`src/rtl/regfile_wb_queue.sv`:
```
// In-order write-back queue merging ALU and load results onto the register
// file's single write port, with a per-source busy lookup for decode.
module regfile_wb_queue #(
  parameter int DEPTH = 4
) (
  input  logic                   clock,
  input  logic                   reset_n,
  input  logic                   alu_valid,
  output logic                   alu_ready,
  input  logic [4:0]             alu_dest,
  input  logic [31:0]            alu_data,
  input  logic                   mem_valid,
  output logic                   mem_ready,
  input  logic [4:0]             mem_dest,
  input  logic [31:0]            mem_data,
  input  logic [4:0]             s1,
  input  logic [4:0]             s2,
  output logic                   s1_busy,
  output logic                   s2_busy,
  output logic [4:0]             d,
  output logic [31:0]            rd,
  output logic                   rwe,
  output logic [$clog2(DEPTH):0] count
);

  localparam int PW = $clog2(DEPTH);
  localparam int CW = PW + 1;

  logic [PW-1:0] r_head;
  logic [PW-1:0] r_tail;
  logic [CW-1:0] r_count;
  logic [4:0]    r_dest [DEPTH];
  logic [31:0]   r_data [DEPTH];
  logic [4:0]    r_d;
  logic [31:0]   r_rd;
  logic          r_rwe;

  logic          w_pop;
  logic [CW-1:0] w_free;
  logic          w_memAcc;
  logic          w_aluAcc;
  logic          w_memEnq;
  logic          w_aluEnq;
  logic [1:0]    w_enqN;
  logic [PW-1:0] w_aluSlot;
  logic [DEPTH-1:0] w_live;
  logic [DEPTH-1:0] w_hit1;
  logic [DEPTH-1:0] w_hit2;

  // The draining entry frees its slot in the same cycle, so a full queue still offers one slot.
  assign w_pop  = (r_count != '0);
  assign w_free = CW'(DEPTH) - r_count + CW'(w_pop);

  assign mem_ready = reset_n & (w_free >= CW'(1));
  assign alu_ready = reset_n & ((w_free >= CW'(2)) | ((w_free >= CW'(1)) & ~mem_valid));

  assign w_memAcc  = mem_valid & mem_ready;
  assign w_aluAcc  = alu_valid & alu_ready;
  assign w_memEnq  = w_memAcc & (mem_dest != 5'd0);
  assign w_aluEnq  = w_aluAcc & (alu_dest != 5'd0);
  assign w_enqN    = {1'b0, w_memEnq} + {1'b0, w_aluEnq};
  assign w_aluSlot = r_tail + PW'(w_memEnq);

  for (genvar i = 0; i < DEPTH; i++) begin : g_entry
    logic [PW-1:0] w_offset;
    assign w_offset  = PW'(i) - r_head;
    assign w_live[i] = ({1'b0, w_offset} < r_count);
    assign w_hit1[i] = w_live[i] & (r_dest[i] == s1);
    assign w_hit2[i] = w_live[i] & (r_dest[i] == s2);
  end

  // The output-register term covers the cycle in which the register file is still committing.
  assign s1_busy = (s1 != 5'd0) & ((|w_hit1) | (r_rwe & (r_d == s1)));
  assign s2_busy = (s2 != 5'd0) & ((|w_hit2) | (r_rwe & (r_d == s2)));

  always_ff @(posedge clock) begin
    if (!reset_n) begin
      r_head  <= '0;
      r_tail  <= '0;
      r_count <= '0;
      r_rwe   <= 1'b0;
      r_d     <= '0;
      r_rd    <= '0;
    end else begin
      r_rwe <= w_pop;
      if (w_pop) begin
        r_d    <= r_dest[r_head];
        r_rd   <= r_data[r_head];
        r_head <= r_head + PW'(1);
      end
      r_tail  <= r_tail + PW'(w_enqN);
      r_count <= r_count + CW'(w_enqN) - CW'(w_pop);
    end
  end

  // The mem entry is older, so it takes the tail slot and the ALU entry follows it.
  always_ff @(posedge clock) begin
    if (w_memEnq) begin
      r_dest[r_tail] <= mem_dest;
      r_data[r_tail] <= mem_data;
    end
    if (w_aluEnq) begin
      r_dest[w_aluSlot] <= alu_dest;
      r_data[w_aluSlot] <= alu_data;
    end
  end

  assign d     = r_d;
  assign rd    = r_rd;
  assign rwe   = r_rwe;
  assign count = r_count;

endmodule
```
`config.mk`:
```
export PLATFORM = sky130hd
export DESIGN_NAME = regfile_wb_queue
export DESIGN_NICKNAME = d
export VERILOG_FILES = /design/src/rtl/regfile_wb_queue.sv
export SDC_FILE = /design/constraint.sdc
export NUM_CORES = 1
export LEC_CHECK = 0
export CAP_MARGIN = 20
export CORE_UTILIZATION = 43
export DETAILED_ROUTE_END_ITERATION = 8
export PLACE_DENSITY = 0.65
export SYNTH_ARGS = -nofsm -noshare
export SYNTH_HDL_FRONTEND = slang
export SYNTH_SLANG_ARGS = --single-unit
```
`constraint.sdc`:
```
create_clock -name clock -period 5.1 [get_ports clock]
set_input_delay 0.51 -clock clock [delete_from_list [all_inputs] [get_ports clock]]
set_output_delay 0.51 -clock clock [all_outputs]
set_load 0.005 [all_outputs]
```
Word level (Yosys, flattened, before mapping)
Memory sizes are Yosys's and may differ from the RTL's. A register that Yosys moved wholly into a read port is not among the register bits.
Cells that the tools add are included.
- bits of input ports: 88
- RAM bits: 148
- memories: 2
- bits in registers: 8
- multiplexer cells: 4
- reductions and logical operators: 9
- $add $sub $neg: 12
- bitwise gates (word level): 23
- $lt $le $gt $ge: 6
- equality and inequality tests: 10
- memory list (memory ; depth ; bits a word ; rd ports ; clocked after Yosys merged registers in ; write ports ; RTL line ; source):
    r_data ; 4 ; 32 ; 1 ; 1 ; 2 ; 33 ; logic [31:0] r_data [DEPTH];
    r_dest ; 4 ; 5 ; 5 ; 1 ; 2 ; 32 ; logic [4:0] r_dest [DEPTH];
- operator list (kind ; number):
    $eq 5x5->1 ; 10
    $reduce_bool 5->1 ; 4
    $and 1x1->1 ; 19
    $lt 2x3->1 ; 4
    $reduce_or 4->1 ; 2
    $mux 1 ; 4
    $sub 1x2->2 const A ; 2
    $sub 2x2->2 const A ; 2
    $add 3x1->3 ; 1
    $add 3x2->3 ; 1
    $ge 3x1->1 const B ; 1
    $ge 3x2->1 const B ; 1
    $or 1x1->1 ; 3
    $reduce_bool 3->1 ; 1
    $sub 3x1->3 ; 1
    $sub 3x3->3 const A ; 1
    $add 1x1->2 ; 1
    $add 2x1->2 ; 1
    $add 2x1->2 const B ; 1
    $add 2x2->2 ; 1
    $logic_not 1->1 ; 2
    $not 1->1 ; 1

Longest topological paths before layout
- word-level depth: 11
- depth in mapped cells: 18
- depth with buffers taken out: 16

Worst setup path after synthesis
No wires, ideal clock.
- kind: reg-to-reg
- start point: register r_count[2], in the netlist count[2]
- end point: memory r_data[1][0] (enable)
- cell stages (with the launch flop): 12
- arrival: 4089 ps
- data required time: 4661 ps
- path slack: 572 ps
- path through: dfxtp_1 buf_2 nor3_1 clkbuf_1 ha_1 inv_1 ha_1 xor2_1 nor2_1 a211oi_1 nand2_1 o21bai_1
- RTL lines (element ; RTL line ; source):
    start, declared ; 31 ; logic [CW-1:0] r_count;
    start signal, assigned ; 92 ; r_count <= r_count + CW'(w_enqN) - CW'(w_pop);
    end, declared ; 33 ;

==> flow_metrics.tcl <==
set metrics [dict create \
    outcome "finished, violations left" \
    violations "DRC" \
    dp_hpwl_mm 15.0 \
    die_w_um 153 \
    relSlewSlack 0.395 \
    seq_area_mm2 0.00535 \
    grt_usage 0.215 \
    n_fill_cell 1851 \
    synth_cell_types 39 \
    synth_edf_count 148 \
    grt_pass1_wl_mm 37.6 \
    start_util 0.443 \
    wl_mm 24.2 \
    clock_latency_ns 0.44 \
    max_freq_ghz 0.244 \
    ioPinCount 133 \
    area_growth_pct 22.2 \
    ys.flop_type "edfxtp_1" \
    grt_antenna_before_repair 1 \
    avgSynthCellArea_um2 14.1 \
    grt_pass1_vias 6652 \
    setup_viol 0 \
    htreeDepth 4 \
    ctsResizeCount 0 \
    gp_congestion 0.920 \
    vias_per_cell 5.49 \
    dr.pass1.iters 9 \
    ys_ff_latch 193 \
    cts_hold_buf 0 \
    cts_buffers 17 \
    clock-sinks 193 \
    ys_seq_area_frac 0.548 \
    clkTransAtPathRegs_ns 0.07 \
    drcViolationCount 12 \
    port_buffers 132 \
    finClkSkew_ns 0.0139 \
    ant_nets 0 \
    synth_cells 690 \
    crit_arrival_ns 4.27 \
    dieArea_mm2 0.0233 \
    rsz0062_at_grt "no" \
    drive_above_1_share 0.297 \
    multi_input_area_mm2 0.00414 \
    async_flop_share 0 \
    crit_path_start_kind "register" \
    hp-class "reg -> reg" \
    syn_area_mm2 0.00975 \
    drv_slew 0 \
    synth_warnings 0 \
    required_ns 5.28 \
    power_w 0.00615 \
    nNetsFinal 907 \
    grt_max_degree 45 \
    drt_iter0_markers 262 \
    powerDensity_mw_per_mm2 516 \
    end_kind "register" \
    cts-root-buf "clkbuf_16" \
    clk_path_buf_depth 2 \
    post_cts_buffers 0 \
    vias 6046 \
    max_cap_viol_count 0 \
    leakage_nw 4.01 \
    rows 54 \
    routedWlPerCell_um 22.0 \
    fin_crit_sh 0.803 \
    core_area_mm2 0.0220 \
    fin_crit_ns 4.10 \
    die_height_um 153 \
    crit_path_max_fanout 37 \
    hold_viol 0 \
    ir_drop_v 0.000274 \
    fin_tns_setup_ns 0 \
    synth_nets 791 \
    cts_tree "yes" \
    max_slew.worst_pin.slew_ns 0.906 \
    path_class "reg -> reg" \
    gr-total-overflow 0 \
]
-- cells in the final DEF (no fill, tap or decap), types with 3 or more instances in the layout --
| cell | instances |
|---|---|
| or4_1 | 3 |
| clkbuf_16 | 17 |
| xor2_1 | 43 |
| inv_1 | 11 |
| nor4_1 | 4 |
| inv_6 | 3 |
| nand4_1 | 4 |
| mux2_2 | 142 |
| mux4_2 | 37 |
| nand3_1 | 4 |
| clkdlybuf4s50_1 | 132 |
| a21oi_1 | 41 |
| inv_8 | 3 |
| o211ai_1 | 4 |
| nor3_1 | 6 |
| buf_4 | 12 |
| ha_1 | 12 |
| nand2_1 | 76 |
| edfxtp_1 | 148 |
| xnor2_1 | 16 |
| mux2_4 | 6 |
| clkinv_1 | 3 |
| dfxtp_1 | 43 |
| nor2_1 | 12 |
-- flip-flops by register name (all words and copies together) (netlist names) --
name    cells
count       3
d           5
r_data    128
r_dest     20
r_head      2
r_tail      2
rd         32
rwe         1
-- final timing paths --
path	slack, ns	from	end	depth (start not counted)
worst max-delay path	1.00	count[2]	r_data[2][31]	11
worst min-delay path	0.45	rd[8]	rd[8]	2
worst max register to register	1.00	count[2]	r_data[2][31]	11
worst min register to register	0.45	rd[8]	rd[8]	2
-- Yosys cell counts (2+ instances only) --
cell type | count | area, µm²
mux2_4 | 6 | 90.1
edfxtp_1 | 148 | 4440
and2_1 | 2 | 12.5
buf_4 | 4 | 30.0
a31o_2 | 2 | 17.5
mux2_2 | 142 | 1600
dfxtp_1 | 45 | 901
or4_1 | 3 | 22.5
xor2_1 | 43 | 377
inv_1 | 12 | 45.0
nand2_1 | 76 | 285
nor4_1 | 6 | 37.5
and3_4 | 2 | 22.5
nand4_1 | 4 | 25.0
o21bai_1 | 4 | 30.0
clkbuf_1 | 27 | 101
a21oi_1 | 41 | 205
buf_6 | 6 | 67.6
mux4_2 | 37 | 833
o22a_1 | 2 | 17.5
nor3_1 | 7 | 35.0
xnor2_1 | 16 | 140
nand3_1 | 4 | 20.0
ha_1 | 12 | 150
o211ai_1 | 4 | 30.0
buf_2 | 11 | 55.1
nor2_1 | 12 | 45.0
-- critical path: stages (launching register included) --
cell      delay (ns)
dfxtp_1         0.58
nor3_2          0.11
ha_1            0.19
inv_1           0.05
ha_1            0.15
xor2_1          0.23
nor2_1          0.09
a211oi_1        0.60
ha_1            0.42
nor4_2          0.37
buf_4           0.61
mux2_2          0.41
-- logic make-up (layout without fill, tap and decap cells) --
logic type,Yosys count,after routing,share of synthesized area
compound gates,58,58,0.0358
other cells,0,2,0
simple gates,120,120,0.0551
mux,185,185,0.259
fa+ha+maj,13,13,0.0175
flops,193,193,0.548
buf+inv,62,191,0.0314
xor+xnor,59,59,0.0530
-- per-layer routing --
layer  global-route usage  routed length [µm]  up-vias
met2                0.385               12600      187
met5                    0                   0        -
li1                     -                   -     2805
met3               0.0421                1310       25
met4               0.0616                 305        0
met1                0.263                9970     3029
-- power breakdown --
| group | total (W) | internal [W] | switching (W) |
|---|---|---|---|
| registers | 0.00245 | 0.00220 | 0.000248 |
| clock network | 0.00130 | 0.000686 | 0.000611 |
| logic | 0.00240 | 0.00120 | 0.00120 |
-- cell type report --
cell class / count / area share
Sequential cell: 193 / 0.449
Multi-Input combinational cell: 435 / 0.347
Timing Repair Buffer: 146 / 0.123
Clock buffer: 19 / 0.0364
Tap cell: 280 / 0.0294
Clock inverter: 13 / 0.0107
Inverter: 13 / 0.00410
Antenna cell: 2 / 0.000420
-- through the flow --
stage	hold WS (ns)	util	cells	setup slack, ns	instance area, µm²
2_1_floorplan	0.448	-	690	0.572	9750
3_3_place_gp	0.440	0.514	1066	1.25	11300
3_5_place_dp	0.446	0.514	1066	1.12	11300
4_1_cts	0.455	0.539	1098	1.05	11900
5_1_grt	0.482	0.540	1099	0.776	11900
6_report	0.453	0.541	1101	1.00	11900
Power figures use the tool's default switching activity.
